===== src/rtl/hirose_block_feeder.sv =====
`timescale 1ns/1ps
// Purpose: packs a byte stream into 64-bit big-endian blocks for a Hirose-PRESENT
//          core, appending 0x80/zero padding and a separate 64-bit bit-length block.
// Latency: a completed block appears on block_o one cycle after the byte that closes it.
// Backpressure: block_o/block_last_o hold until block_ready_i; byte_ready_o drops while
//          any block is pending, so the byte source stalls for the whole drain.
//
// Ports:
//   clk, rst          - clock, asynchronous active-low reset
//   byte_i/_valid_i/_last_i, byte_ready_o - message byte stream (valid/ready)
//   empty_msg_i       - pulse requesting the hash of a zero-length message
//   block_o/_valid_o/_last_o, block_ready_i - block stream to the core (valid/ready)
//   busy_o            - a message is in flight
module hirose_block_feeder #(
    parameter int DATA_WIDTH = 64
) (
    input  logic                  clk,
    input  logic                  rst,
    input  logic [7:0]            byte_i,
    input  logic                  byte_valid_i,
    input  logic                  byte_last_i,
    input  logic                  empty_msg_i,
    output logic                  byte_ready_o,
    output logic [DATA_WIDTH-1:0] block_o,
    output logic                  block_valid_o,
    output logic                  block_last_o,
    input  logic                  block_ready_i,
    output logic                  busy_o
);

    localparam logic [63:0] PAD_ONLY = 64'h8000_0000_0000_0000;

    typedef enum logic [1:0] {
        COLLECT   = 2'd0,
        SEND_DATA = 2'd1,
        SEND_PAD  = 2'd2,
        SEND_LEN  = 2'd3
    } state_t;

    state_t       state_q, state_d;
    logic [60:0]  cnt_q, cnt_d;          // message length in bytes, wraps mod 2^61
    logic         pad_pend_q, pad_pend_d; // message ended exactly on a block boundary
    logic [63:0]  block_q, block_d;

    logic [2:0]   idx;                   // position of the next byte inside the block
    logic [2:0]   idx_nxt;
    logic         byte_acc;

    // The block position is the low bits of the byte count, so no separate index
    // register is needed; both are cleared together.
    assign idx     = cnt_q[2:0];
    assign idx_nxt = idx + 3'd1;

    // Gated with rst so the feeder never advertises readiness while held in reset.
    assign byte_ready_o  = rst && (state_q == COLLECT);
    assign byte_acc      = byte_valid_i && byte_ready_o;

    assign block_o       = block_q;
    assign block_valid_o = (state_q != COLLECT);
    assign block_last_o  = (state_q == SEND_LEN);
    assign busy_o        = (state_q != COLLECT) || (cnt_q != 61'd0);

    always_ff @(posedge clk or negedge rst) begin
        if (!rst) begin
            state_q    <= COLLECT;
            cnt_q      <= '0;
            pad_pend_q <= 1'b0;
            block_q    <= '0;
        end else begin
            state_q    <= state_d;
            cnt_q      <= cnt_d;
            pad_pend_q <= pad_pend_d;
            block_q    <= block_d;
        end
    end

    always_comb begin
        state_d    = state_q;
        cnt_d      = cnt_q;
        pad_pend_d = pad_pend_q;
        block_d    = block_q;

        case (state_q)
            COLLECT: begin
                if (byte_acc) begin
                    cnt_d = cnt_q + 61'd1;
                    // Big-endian packing: position 0 lands in bits [63:56].
                    for (int i = 0; i < 8; i++) begin
                        if (idx == 3'(i)) begin
                            block_d[63-8*i -: 8] = byte_i;
                        end
                    end
                    if (byte_last_i) begin
                        if (idx == 3'd7) begin
                            // Full data block first; the lone pad block follows it.
                            pad_pend_d = 1'b1;
                            state_d    = SEND_DATA;
                        end else begin
                            // Remaining positions are already zero because the block
                            // register is cleared after every handshake.
                            for (int i = 0; i < 8; i++) begin
                                if (idx_nxt == 3'(i)) begin
                                    block_d[63-8*i -: 8] = 8'h80;
                                end
                            end
                            state_d = SEND_PAD;
                        end
                    end else if (idx == 3'd7) begin
                        state_d = SEND_DATA;
                    end
                end else if (empty_msg_i && (cnt_q == 61'd0)) begin
                    block_d = PAD_ONLY;
                    state_d = SEND_PAD;
                end
            end

            SEND_DATA: begin
                if (block_ready_i) begin
                    if (pad_pend_q) begin
                        block_d    = PAD_ONLY;
                        pad_pend_d = 1'b0;
                        state_d    = SEND_PAD;
                    end else begin
                        block_d = '0;
                        state_d = COLLECT;
                    end
                end
            end

            SEND_PAD: begin
                if (block_ready_i) begin
                    // Bit length = byte count * 8, naturally modulo 2^64.
                    block_d = {cnt_q, 3'b000};
                    state_d = SEND_LEN;
                end
            end

            SEND_LEN: begin
                if (block_ready_i) begin
                    cnt_d      = '0;
                    block_d    = '0;
                    pad_pend_d = 1'b0;
                    state_d    = COLLECT;
                end
            end

            default: begin
                state_d = COLLECT;
            end
        endcase
    end

endmodule


===== config.mk =====
export PLATFORM = sky130hd
export DESIGN_NAME = hirose_block_feeder
export DESIGN_NICKNAME = d
export VERILOG_FILES = /design/src/rtl/hirose_block_feeder.sv
export SDC_FILE = /design/constraint.sdc
export NUM_CORES = 1
export LEC_CHECK = 0
export ABC_AREA = 1
export BUFFER_PORTS_ARGS = -buffer_cell sky130_fd_sc_hd__buf_2
export CAP_MARGIN = 20
export CORE_MARGIN = 1
export CORE_UTILIZATION = 40
export CTS_BUF_LIST = sky130_fd_sc_hd__clkbuf_8 sky130_fd_sc_hd__clkbuf_16
export CTS_CLUSTER_DIAMETER = 40
export DETAILED_ROUTE_END_ITERATION = 16
export GPL_ROUTABILITY_DRIVEN = 0
export HOLD_SLACK_MARGIN = 0.08
export PLACE_DENSITY = 0.63
export REMOVE_ABC_BUFFERS = 1
export SYNTH_ARGS = -nofsm -noshare
export SYNTH_HDL_FRONTEND = slang
export SYNTH_SLANG_ARGS = --single-unit

===== constraint.sdc =====
create_clock -name clk -period 1.98 [get_ports clk]
set_clock_uncertainty 0.05 [all_clocks]
set_input_delay 0 -clock clk [delete_from_list [all_inputs] [get_ports clk]]
set_output_delay 0 -clock clk [all_outputs]
set_load 0.05 [all_outputs]

Yosys cells after proc, flatten, opt, wreduce, memory -nomap -nowiden --
Cells that the tools add are included.
Word-level totals: bits in registers 128, bits of input ports 14, output and inout bits 68
Cells by class: add/sub/neg operators 2, eq/ne operators 26, muxes and demuxes 43, reductions and logical operators 17
Operators by type and width (count):
- 64-bit two-way mux | 8
- 64-bit case mux with 4 select lines | 1
- 8-bit two-way mux | 16
- 61-bit two-way mux | 2
- 61-bit case mux with 2 select lines | 1
- 61-bit by 1-bit adder with 61-bit output (second input constant) | 1
- 61-bit zero test | 1
- 61-bit nonzero test | 1
- 3-bit == test (second input constant) | 8
- 2-bit two-way mux | 9
- 3-bit by 2-bit == test with 1-bit output (second input constant) | 4
- 5-bit AND reduction | 2
- 2-bit inequality test (second input constant) | 4
- 2-bit case mux with 4 select lines | 1
- 3-bit by 1-bit == test with 1-bit output (second input constant) | 2
- 3-bit zero test | 2
- 2-bit by 1-bit inequality test with 1-bit output (second input constant) | 3
- 2-bit nonzero test | 3
- 2-bit == test (second input constant) | 2
- 1-bit two-way mux | 4
- 4-bit by 3-bit inequality test with 1-bit output (second input constant) | 1
- 4-bit AND reduction | 1
- 3-bit by 1-bit adder with 3-bit output (second input constant) | 1
- 1-bit logical AND | 3
- 7 further kinds | 7

Logic depth before layout (Yosys ltp) --
Gate-level depths: netlist (run 1).
depth in word-level cells 7, depth in mapped cells 14, depth with buffers taken out 13

Least setup slack after synthesis (run 1) --
No wires, ideal clock.
kind reg2reg, from reg cnt_q[0], to reg block_q[32] (netlist: block_o[32]), library setup time 0.119 ns, arrival time 1.837 ns, slack -0.026 ns, stages on the path, launching flop included 10, path buffers 1, cell sequence dfrtp_1 -> ha_1 -> ha_1 -> clkbuf_1 -> nor2_2 -> nand3_1 -> o2111ai_1 -> o21ai_0 -> nand3_1 -> nand2_1
On the way: cells in the longest elaborated chain, start to end 7
RTL lines:
- start: declaration | RTL line 41 | logic [60:0] cnt_q, cnt_d;
- start signal: assignment | RTL line 71 | cnt_q <= cnt_d;
- 3-bit by 1-bit adder with 3-bit output or 3-bit by 2-bit == test with 1-bit output (tied branches) | RTL line 52, 89
- 3-bit by 2-bit == test with 1-bit output or 8-bit two-way mux (tied branches) | RTL line 102, 89
- 8-bit two-way mux | RTL line 102 | if (idx_nxt == 3'(i)) begin
- 64-bit two-way mux | RTL line 94 | if (idx == 3'd7) begin
- 64-bit two-way mux | RTL line 93 | if (byte_last_i) begin
- 64-bit two-way mux | RTL line 85 | if (byte_acc) begin
- 64-bit case mux with 4 select lines | RTL line 83 | case (state_q)
- end signal: assignment | RTL line 73 | block_q <= block_d;
- end: declaration | RTL line 43 | logic [63:0] block_q, block_d;
Parallel ways exist; a longest one is shown, timed or not. A chain may end at the register's enable or synchronous reset.

Worst setup path in the final report (run 1) --
from reg cnt_q[0], to reg block_q[57] (netlist: block_o[57])
On the way: cells in the longest elaborated chain, start to end 7
RTL lines (RTL line):
- 3-bit by 1-bit adder with 3-bit output or 3-bit zero test (tied branches) | 52, 89
- 3-bit zero test or 8-bit two-way mux (tied branches) | 102, 89
- 8-bit two-way mux | 102
- 64-bit two-way mux | 94
- 64-bit two-way mux | 93
- 64-bit two-way mux | 85
- 64-bit case mux with 4 select lines | 83
Parallel ways exist; a longest one is shown, timed or not.

==> results of run 1 <==
where the power goes:
part / switching [mW] / internal, mW / total, mW / leakage, nW
sequential: 0.595 / 3.26 / 3.85 / 1.76
combinational: 5.13 / 2.32 / 7.44 / 3.23
clock: 1.36 / 1.91 / 3.27 / 0.286
total: 7.09 / 7.48 / 14.6 / 5.27
cell usage after synthesis:
library cell	instances
o22ai_1	33
o211ai_1	9
a21oi_1	50
clkinv_2	2
nand2_4	5
and3_1	2
nor2_2	11
buf_2	5
o21ai_1	2
buf_1	1
nor2_4	9
o2111ai_1	7
ha_1	8
nor3_1	26
inv_1	110
nor2_1	169
nand2_2	5
nand4_1	25
dfrtp_1	128
nand3_2	5
buf_4	7
nor3b_1	2
or2_1	1
nand3_1	118
buf_6	6
nor3_2	1
a211oi_1	1
inv_2	10
o21ai_0	73
a211oi_2	1
xor2_1	6
clkbuf_1	25
nand3_4	2
o31ai_1	7
buf_12	2
nand2_1	367
nand4_2	2
per-stage QoR:
step	hold WS [ps]	cell area, µm²
4_1_cts	129	10500
3_5_place_dp	52.2	9810
3_3_place_gp	56.7	9810
2_1_floorplan	-346	8150
5_1_grt	131	10700
6_report	118	10700
cells by family (layout without fill, tap and decap cells):
group / count (synthesis) / count (layout) / share of synthesized area, %
simple gates: 750 / 750 / 39.1
buf+inv: 168 / 358 / 8.81
xor+xnor: 6 / 6 / 0.623
compound gates: 183 / 183 / 12.3
flops: 128 / 128 / 38.0
fa+ha+maj: 8 / 8 / 1.19
critical path, cell delays in order, from the launching register on:
cell and delay, ps:
dfrtp_1 410, ha_2 220, ha_2 380, nand3_1 200, nand2_1 130, buf_4 160, o22ai_1 80, nand3_1 90
nand2_1 50
cell usage in the layout, fill, tap and decap left out, types with 3 or more instances in the layout:
| cell | instances |
|---|---|
| nor2_1 | 155 |
| ha_1 | 5 |
| dfrtp_2 | 3 |
| nand2_4 | 4 |
| nand3_2 | 6 |
| buf_4 | 104 |
| nor2_2 | 16 |
| a21oi_1 | 50 |
| o31ai_1 | 7 |
| buf_12 | 7 |
| dfrtp_1 | 125 |
| nor2_4 | 18 |
| nand4_1 | 25 |
| clkinvlp_4 | 3 |
| nor3_1 | 26 |
| buf_2 | 80 |
| o21ai_1 | 10 |
| nand3_1 | 116 |
| nand2_2 | 12 |
| clkinv_2 | 4 |
| o21ai_0 | 65 |
| inv_1 | 106 |
| inv_2 | 13 |
| nand3_4 | 3 |
| o2111ai_1 | 7 |
| clkbuf_16 | 18 |
| xor2_1 | 6 |
| nand2_1 | 360 |
| dlygate4sd3_1 | 11 |
| o22ai_1 | 33 |
| o211ai_1 | 9 |
| clkinv_4 | 4 |
per-layer routing:
metal  wire, µm  vias to the layer above
met1      13100                     4332
met2      13900                      376
li1           -                     4424
met3       2170                       72
met4        996                        0
met5          0                        -
registers in the layout, indices dropped and copies added, names as in the netlist:
register,count
block_o,64
cnt_q,61
pad_pend_q,1
state_q,2
final timing paths:
| kind | slack, ps | depth (start not counted) | end | start |
|---|---|---|---|---|
| min | 120 | 6 | block_o[34]$_DFFE_PN0P_ | empty_msg_i |
| min in group asynchronous | 150 | 3 | block_o[37]$_DFFE_PN0P_ | rst |
| max | 70 | 8 | block_o[57]$_DFFE_PN0P_ | cnt_q[0]$_DFFE_PN0P_ |
| max in group asynchronous | 820 | 3 | cnt_q[2]$_DFFE_PN0P_ | rst |
| max reg2reg | 70 | 8 | block_o[57]$_DFFE_PN0P_ | cnt_q[0]$_DFFE_PN0P_ |
| min reg2reg | 440 | 2 | block_o[5]$_DFFE_PN0P_ | block_o[5]$_DFFE_PN0P_ |
what timing repair did:
action | 4_1_cts | 5_1_grt
resized for setup | 5 | 48
endpoints found under the setup margin | 18 | 94
endpoints found under the hold margin | 139 | 0
pin swaps | 0 | 5
cloned | 0 | 1
setup buffers | 0 | 2
hold buffers | 11 | 0
cell type report:
cell class | instances | area (µm²)
Multi-Input combinational cell | 947 | 4630
Sequential cell | 128 | 3210
Clock buffer | 18 | 439
Clock inverter | 14 | 159
Tap cell | 270 | 338
Fill cell | 2025 | 9730
Timing Repair Buffer | 204 | 1470
Inverter | 122 | 463
==> results.md, run 1 <==
* GR Util met3 at between 6 and 7%
* Rows at 52
* Top cell type's share of synthesized area at roughly 38%
* Final Hold Viols at 0
* Layout cell share with drive strength beyond 1 at around 22%
* Layout area overhead at 26.9%
* Initial antenna violation count at 0
* Hpwl dp at ~22,000 µm
* Via/cell ratio at 5.40
* Via count at 9,204
* Synth unique cells at 37
* Mapped Cells at between 1,000 and 1,500
* FF+latch count, synth at 128
* Nets@finish at ~1,400
* Total Power at roughly 15 mW
* Pins over their slew limit at 0
* Vias in the first global route at a little under 9,000
* Finish-stage setup viols at 0
* H-Tree Depth at 4
* Clock transition at path regs at approximately 60 ps
* Io pins at between 80 and 90
* CORE AREA at between 20,000 and 25,000 µm²
* Crit end category: flop
* Status: finished clean
* Die area at roughly 22,000 µm²
* Worst Path Required at about 2300 ps
* CTS tree: yes
* Critical path type: reg2reg
* Avg Inst Size Synth at just under 7 µm²
* Placed cell count at 1,657
* GR Util met2 at 45.3%
* Max Freq at around 520 MHz
* Drt total wl at about 30,000 µm
* CTS Buf Count at 17
* Fin cells at between 1,500 and 2,000
* Die width at 147 µm
* Worst min path class: in2reg
* Max Cap Viol at 0
* Peak supply drop at between 900 and 1000 µV
* WP data arrival at 2190 ps
* Total GRT Usage at 28.5%
* IO buf count at around 80
* Initial core utilization at between 40% and 50%
* Power Density at 1360 nW/µm²
* Slew margin rel. at a little over a third
* Crit-path max FO at 7
* # DRC at 0
* Final worst-path setup slack at 74.2 ps
* Busiest grt layer: met2
* Pre-CTS worst setup slack at -31.4 ps
* Post-route minimum period at between 1500 and 2000 ps
* Sequential area share after synthesis at 38.0%
* Worst-Margin Slew at ~960 ps
* Post-route ant nets at 0
* Die height at around 150 µm
* Clock Latency Late Sink at about 440 ps
* Mapped cell area at 8430 µm²
* Clk buf depth at 2
* RSZ-0062 raised after global routing: true
* Met1 GRT Util at between 30% and 40%
* Yosys top cell by area: dfrtp_1
* Yosys Warn Count at 0
* First-pass GRT wire length at approximately 47,000 µm
* Number of clock sinks at between 100 and 150
* Initial DRC Count at around 780
* Crit start category: flop
* Layout Utilization at between 50% and 60%
* Root Driver: clkbuf_16
* Largest net degree at the start of global routing at 66
* Largest cells by area after synthesis: dfrtp_1 (38%), nand2_1 (16%), nor2_1 (7.5%)
* TritonRoute pass-1 iters at 5
* Post-route setup TNS at 0 ps
* WL/cell at between 15 and 20 µm
* Leak at around 5.3 nW
* Remaining Overflow, GRT at 0
* ANT cells at 0
* Tcrit/Tclk final at between 90 and 100%
No activity file was read; power rests on OpenSTA's default activity.
==> run 2: changes to the inputs <==
CTS_BUF_LIST = sky130_fd_sc_hd__clkbuf_8   (was sky130_fd_sc_hd__clkbuf_8 sky130_fd_sc_hd__clkbuf_16)
SLEW_MARGIN = 10   (was not set)
==> results.md, run 2 (synthesis gave the netlist of run 1 again) <==
* First-pass GRT wire length at 47,000 µm (-1.0%)
* Clock share of power at 17.4% (-5.1 points)
* Total Power at 14.0 mW (-3.8%)
* Fin cells at 1,708 (+0.29%)
* Placed cell count at 1,657 (unchanged)
* Remaining Overflow, GRT at 0 (unchanged)
* Rows at 52 (unchanged)
* Layout area overhead at 25.9%
* Tcrit/Tclk final at 97.2% (+0.93 points)
* Int Power at 6.91 mW (-7.7%)
* Max Freq at 520 MHz (-0.96%)
* Hold slack at 118 ps (-0.479 ps)
* Post-route ant nets at 0 (unchanged)
* Crit start category: flop
* Finish-stage setup viols at 0 (unchanged)
* Pins over their slew limit at 0 (unchanged)
* IO buf count at 81 (unchanged)
* Leak at 5.23 nW (-0.83%)
* Peak supply drop at 845 µV (-9.1%)
* Number of clock sinks at 128 (unchanged)
* Critical R2R Launch: cnt_q[0]$_DFFE_PN0P_
* Max reg flops at 64 (unchanged)
* Nets@finish at 1,447 (+0.35%)
* Layout fillers at 2,057 (+1.6%)
* Final worst-path setup slack at 55.8 ps (-18.4 ps)
* Worst Reg-to-Reg Cells at 11 (+3)
* H-Tree Depth at 4 (unchanged)
* Vias in the first global route at 8,729 (-1.1%)
* Initial core utilization at 41.3% (unchanged)
* CTS Buf Count at 17 (unchanged)
* Clock transition at path regs at 90 ps (+30 ps)
* Comb power frac at 55.1% (+4.0 points)
* Hpwl dp at 22,000 µm (unchanged)
* Final Hold Viols at 0 (unchanged)
* Via/cell ratio at 5.41 (about the same)
* Pre-CTS worst setup slack at -31.4 ps (unchanged)
* WP data arrival at 2240 ps (+50 ps)
* Die height at 147 µm (unchanged)
* Crit end category: flop
* Worst-Margin Slew at 948 ps (-8.50 ps)
* Clock Latency Late Sink at 480 ps (+40 ps)
* Drt total wl at 30,600 µm (+1.2%)
* Slew margin rel. at 36.8% (+0.57 points)
* Power Density at 1320 nW/µm² (-3.1%)
* Post-route cell area at 10,600 µm² (-0.77%)
* Clk buf depth at 2 (unchanged)
* Capturing point of the worst reg2reg path: cnt_q[45]$_DFFE_PN0P_
* CTS tree: yes
* Critical path type: reg2reg
* Switch share at 50.7% (+2.1 points)
* Layout cell share with drive strength beyond 1 at 22.5% (+0.83 points)
* Reg power frac at 27.5% (+1.1 points)
* Post-route setup TNS at 0 ps (unchanged)
* Crit-path max FO at 4 (-3)
* Initial antenna violation count at 0 (unchanged)
* Worst min path class: in2async
* Largest net degree at the start of global routing at 66 (unchanged)
* Post-route minimum period at 1920 ps (+18.4 ps)
* R2R Setup Slk at 60 ps (-20 ps)
* Layout Utilization at 52.0% (-0.40 points)
* WL/cell at 17.9 µm (+0.87%)
* Status: finished clean
* CORE AREA at 20,400 µm² (unchanged)
* Total GRT Usage at 28.1% (-0.33 points)
* # DRC at 0 (unchanged)
* Via count at 9,234 (+0.33%)
* Worst Path Required at 2300 ps (+40 ps)
* Die area at 21,700 µm² (unchanged)
* Io pins at 82 (unchanged)
* ANT cells at 0 (unchanged)
* Area after DPL at 9810 µm² (unchanged)
* Root Driver: clkbuf_8
* Max Cap Viol at 0 (unchanged)
* TritonRoute pass-1 iters at 6 (+1)
* Leading cell type in the layout, fill and taps excluded: nand2_1
* RSZ-0062 raised after global routing: true
* Initial DRC Count at 737 (-5.8%)
* Most frequent cells in the layout: nand2_1 (358), nor2_1 (152), dfrtp_1 (125), nand3_1 (114), buf_4 (106)
* Sw Pwr at 7.11 mW (+0.28%)
* Die width at 147 µm (unchanged)
-- run 2: changes by cell type in the layout (fill, tap and decap cells not counted), moves of 2 or more --
cell,change
nand3_2,+2
nand2_1,-2
buf_4,+2
clkbuf_8,+17
nor2_2,+3
nor2_1,-3
o21ai_0,+3
nand3_1,-2
o21ai_1,-3
nand2_2,+2
clkbuf_16,-15
-- run 2: layer usage --
layer / global-route usage (%) / routed length [µm]
met5: 0 / 0
met4: 11.8 / 1160
met3: 6.09 / 2590
met2: 44.7 / 13900
met1: 37.1 / 12900
-- run 2: final cells by class --
type,count,area (µm²),area share (%)
clock buffer,18,248,2.33
clock inverter,14,159,1.50
inverter,122,465,4.38
tap,270,338,3.18
timing repair buffer,209,1550,14.6
multi-input combinational,947,4650,43.8
sequential,128,3210,30.2
-- run 2: power groups by stage --
stage | registers, mW | clock network [mW] | logic (mW)
floorplan | 4.92 | 0 | 3.03
global placement | 3.86 | 0 | 6.96
detailed placement | 3.86 | 0 | 7.03
CTS | 3.82 | 2.44 | 7.09
global route | 3.93 | 2.52 | 8.28
finish | 3.86 | 2.44 | 7.72
-- run 2: worst max-delay path, cell delays in order, from the launching register on --
cell and delay [ps]:
dfrtp_1 400, buf_4 130, buf_4 120, nand3_1 90, inv_2 140, nand3_4 140, inv_4 110, nand3_4 100
nor2_4 150, nand2_1 130, o21ai_1 180, nor2_1 70
-- run 2: what timing repair did --
| item | in CTS | in global routing |
|---|---|---|
| cloned | 0 | 3 |
| gates resized for setup | 6 | 58 |
| buffers inserted | 0 | 4 |
| pin swaps | 0 | 5 |
| endpoints found under the setup margin | 19 | 97 |
| hold buffers | 11 | 1 |
| endpoints found under the hold margin | 141 | 1 |
-- run 2: how the worst max path moves through the flow --
stage	start	endpoint	slack, ps
floorplan	state_q[0]$_DFFE_PN0P_	block_o[10]$_DFFE_PN0P_	-780
global placement	cnt_q[0]$_DFFE_PN0P_	block_o[21]$_DFFE_PN0P_	-10
finish	cnt_q[0]$_DFFE_PN0P_	cnt_q[45]$_DFFE_PN0P_	60
detailed placement	cnt_q[0]$_DFFE_PN0P_	block_o[19]$_DFFE_PN0P_	-30
CTS	cnt_q[59]$_DFFE_PN0P_	busy_o	3
global route	cnt_q[0]$_DFFE_PN0P_	cnt_q[45]$_DFFE_PN0P_	-40
==> run 3: changes to the inputs <==
CORE_UTILIZATION = 45   (was 40)
PLACE_DENSITY = 0.69   (was 0.63)
==> results.md, run 3 (synthesis gave the netlist of run 1 again) <==
* Status: finished with violations
* Violated checks: setup timing
* Die area at 19,300 µm² (-11%)
* Worst-Margin Slew at 642 ps (-305 ps)
* Cell Chain, Critical Path: nor2_4 > nand3_2 > inv_2 > nor2_1 > nand2_4 > nand2_8 > clkbuf_16 > nand2_2 > nand2_1
* Fin cells at 1,656 (-3.0%)
* Worst min path class: in2async
* Clk buf depth at 2 (unchanged)
* Final Hold Viols at 0 (unchanged)
* Reg power frac at 26.9% (-0.6 points)
* Finish-stage setup viols at 66 (+66)
* Layout cell share with drive strength beyond 1 at 24.9% (+2.4 points)
* Total Power at 14.8 mW (+5.8%)
* IO buf count at 81 (unchanged)
* Vias in the first global route at 8,531 (-2.3%)
* Total GRT Usage at 30.8% (+2.7 points)
* TritonRoute pass-1 iters at 7 (+1)
* Remaining Overflow, GRT at 0 (unchanged)
* Die width at 139 µm (-5.6%)
* RSZ-0062 raised after global routing: true
* Worst Path Required at 2280 ps (-20 ps)
* Slew margin rel. at 57.2% (+20 points)
* Number of clock sinks at 128 (unchanged)
* CTS Buf Count at 17 (unchanged)
* Io pins at 82 (unchanged)
* Sw Pwr at 7.64 mW (+7.6%)
* Switch share at 51.5% (+0.83 points)
* Nets@finish at 1,436 (-0.76%)
* Crit start category: flop
* Leading cell type in the layout, fill and taps excluded: nand2_1
* Placed cell count at 1,595 (-3.7%)
* H-Tree Depth at 4 (unchanged)
* Post-route cell area at 10,800 µm² (+1.7%)
* Via count at 9,451 (+2.4%)
* Post-route minimum period at 2090 ps (+162 ps)
* Peak supply drop at 1130 µV (+34%)
* Max Cap Viol at 0 (unchanged)
* Crit end category: flop
* First-pass GRT wire length at 46,100 µm (-1.9%)
* Hold slack at 149 ps (+31.7 ps)
* Pre-CTS worst setup slack at -135 ps (-103 ps)
* # DRC at 0 (unchanged)
* Critical path type: reg2reg
* Rows at 49 (-5.8%)
* Root Driver: clkbuf_8
* Worst Reg-to-Reg Cells at 9 (-2)
* CTS tree: yes
* Comb power frac at 58.2% (+3.1 points)
* WP data arrival at 2380 ps (+140 ps)
* Via/cell ratio at 5.71 (+5.6%)
* Final worst-path setup slack at -106 ps (-162 ps)
* Tcrit/Tclk final at 105% (+8.2 points)
* Hpwl dp at 20,900 µm (-4.8%)
* Layout Utilization at 59.5% (+7.5 points)
* Initial antenna violation count at 0 (unchanged)
* ANT cells at 0 (unchanged)
* Max reg flops at 64 (unchanged)
* Largest net degree at the start of global routing at 81 (+23%)
* Post-route setup TNS at -4170 ps (-4170 ps)
* Leak at 5.31 nW (+1.6%)
* Most frequent cells in the layout: nand2_1 (312), nor2_1 (158), dfrtp_1 (125), nand3_1 (111), inv_1 (106)
* Clock share of power at 14.9% (-2.5 points)
* CORE AREA at 18,100 µm² (-11%)
* Int Power at 7.19 mW (+4.1%)
* Crit path max-delay cell type: dfrtp_1
* Critical path's largest stage delay at 480 ps (+80 ps)
* Area after DPL at 9640 µm² (-1.7%)
* Capturing point of the worst reg2reg path: block_o[31]$_DFFE_PN0P_
* Initial DRC Count at 1,062 (+44%)
* Initial core utilization at 46.5% (+5.2 points)
* Layout area overhead at 28.1%
* Crit-path max FO at 18 (+14)
* Max Freq at 479 MHz (-7.8%)
* Pins over their slew limit at 0 (unchanged)
* Clock Latency Late Sink at 460 ps (-20 ps)
* Die height at 139 µm (-5.6%)
* R2R Setup Slk at -110 ps (-160 ps)
* Post-route ant nets at 0 (unchanged)
* Drt total wl at 31,400 µm (+2.8%)
* WL/cell at 19.0 µm (+6.0%)
* Power Density at 1370 nW/µm² (+4.1%)
* Critical R2R Launch: state_q[0]$_DFFE_PN0P_
* Clock transition at path regs at 90 ps (about the same)
==> run 3: cell types whose count changed in the layout (fill, tap and decap cells not counted), moves of 5 or more <==
cell | before | now
buf_4 | 106 | 80
nand2_2 | 14 | 48
nand2_4 | 4 | 17
nor2_1 | 152 | 158
nand2_1 | 358 | 312
nor2_2 | 19 | 14
==> run 3: worst max-delay path by stage <==
stage / start / to / cells after the start
2_1_floorplan: state_q[0]$_DFFE_PN0P_ / block_o[10]$_DFFE_PN0P_ / 6
3_3_place_gp: cnt_q[1]$_DFFE_PN0P_ / block_o[22]$_DFFE_PN0P_ / 14
3_5_place_dp: cnt_q[1]$_DFFE_PN0P_ / block_o[52]$_DFFE_PN0P_ / 14
4_1_cts: cnt_q[1]$_DFFE_PN0P_ / block_o[12]$_DFFE_PN0P_ / 14
5_1_grt: cnt_q[1]$_DFFE_PN0P_ / block_o[23]$_DFFE_PN0P_ / 11
6_report: state_q[0]$_DFFE_PN0P_ / block_o[31]$_DFFE_PN0P_ / 9
==> run 3: cell type report <==
cell class                      count  area [µm²]
Timing Repair Buffer              197        1620
Multi-Input combinational cell    948        4840
Tap cell                          229         287
Inverter                          122         467
Clock inverter                     15         138
Sequential cell                   128        3210
Clock buffer                       17         234
Fill cell                        1680        7350
==> run 3: repair_timing <==
item                                    4_1_cts  5_1_grt
resized for setup                            13      108
endpoints found under the setup margin       68       89
hold buffers                                 12        0
cloned                                        0       13
buffers inserted                              1        3
hold endpoints to repair                    149        0
pin swaps                                     2       17
==> run 3: layer usage <==
layer,global-route usage (%),share of wire (%)
met1,41.3,40
met2,48.9,47
met5,0,0
met3,6.15,9.3
met4,12.1,3.9
==> run 3: worst max-delay path: cells and delay by family, from the launching register on <==
family / cells / cell delay, ps
simple gates: 7 / 880
buf+inv: 2 / 560
flops: 1 / 480
==> run 3: power groups by stage <==
stage | logic, mW | clock network, mW | registers, mW
final | 8.63 | 2.22 | 3.99
after global routing | 9.09 | 2.33 | 4.06
after CTS | 6.86 | 2.22 | 3.89
after detailed placement | 6.71 | 0 | 3.93
after global placement | 6.66 | 0 | 3.92
after floorplan | 3.03 | 0 | 4.92
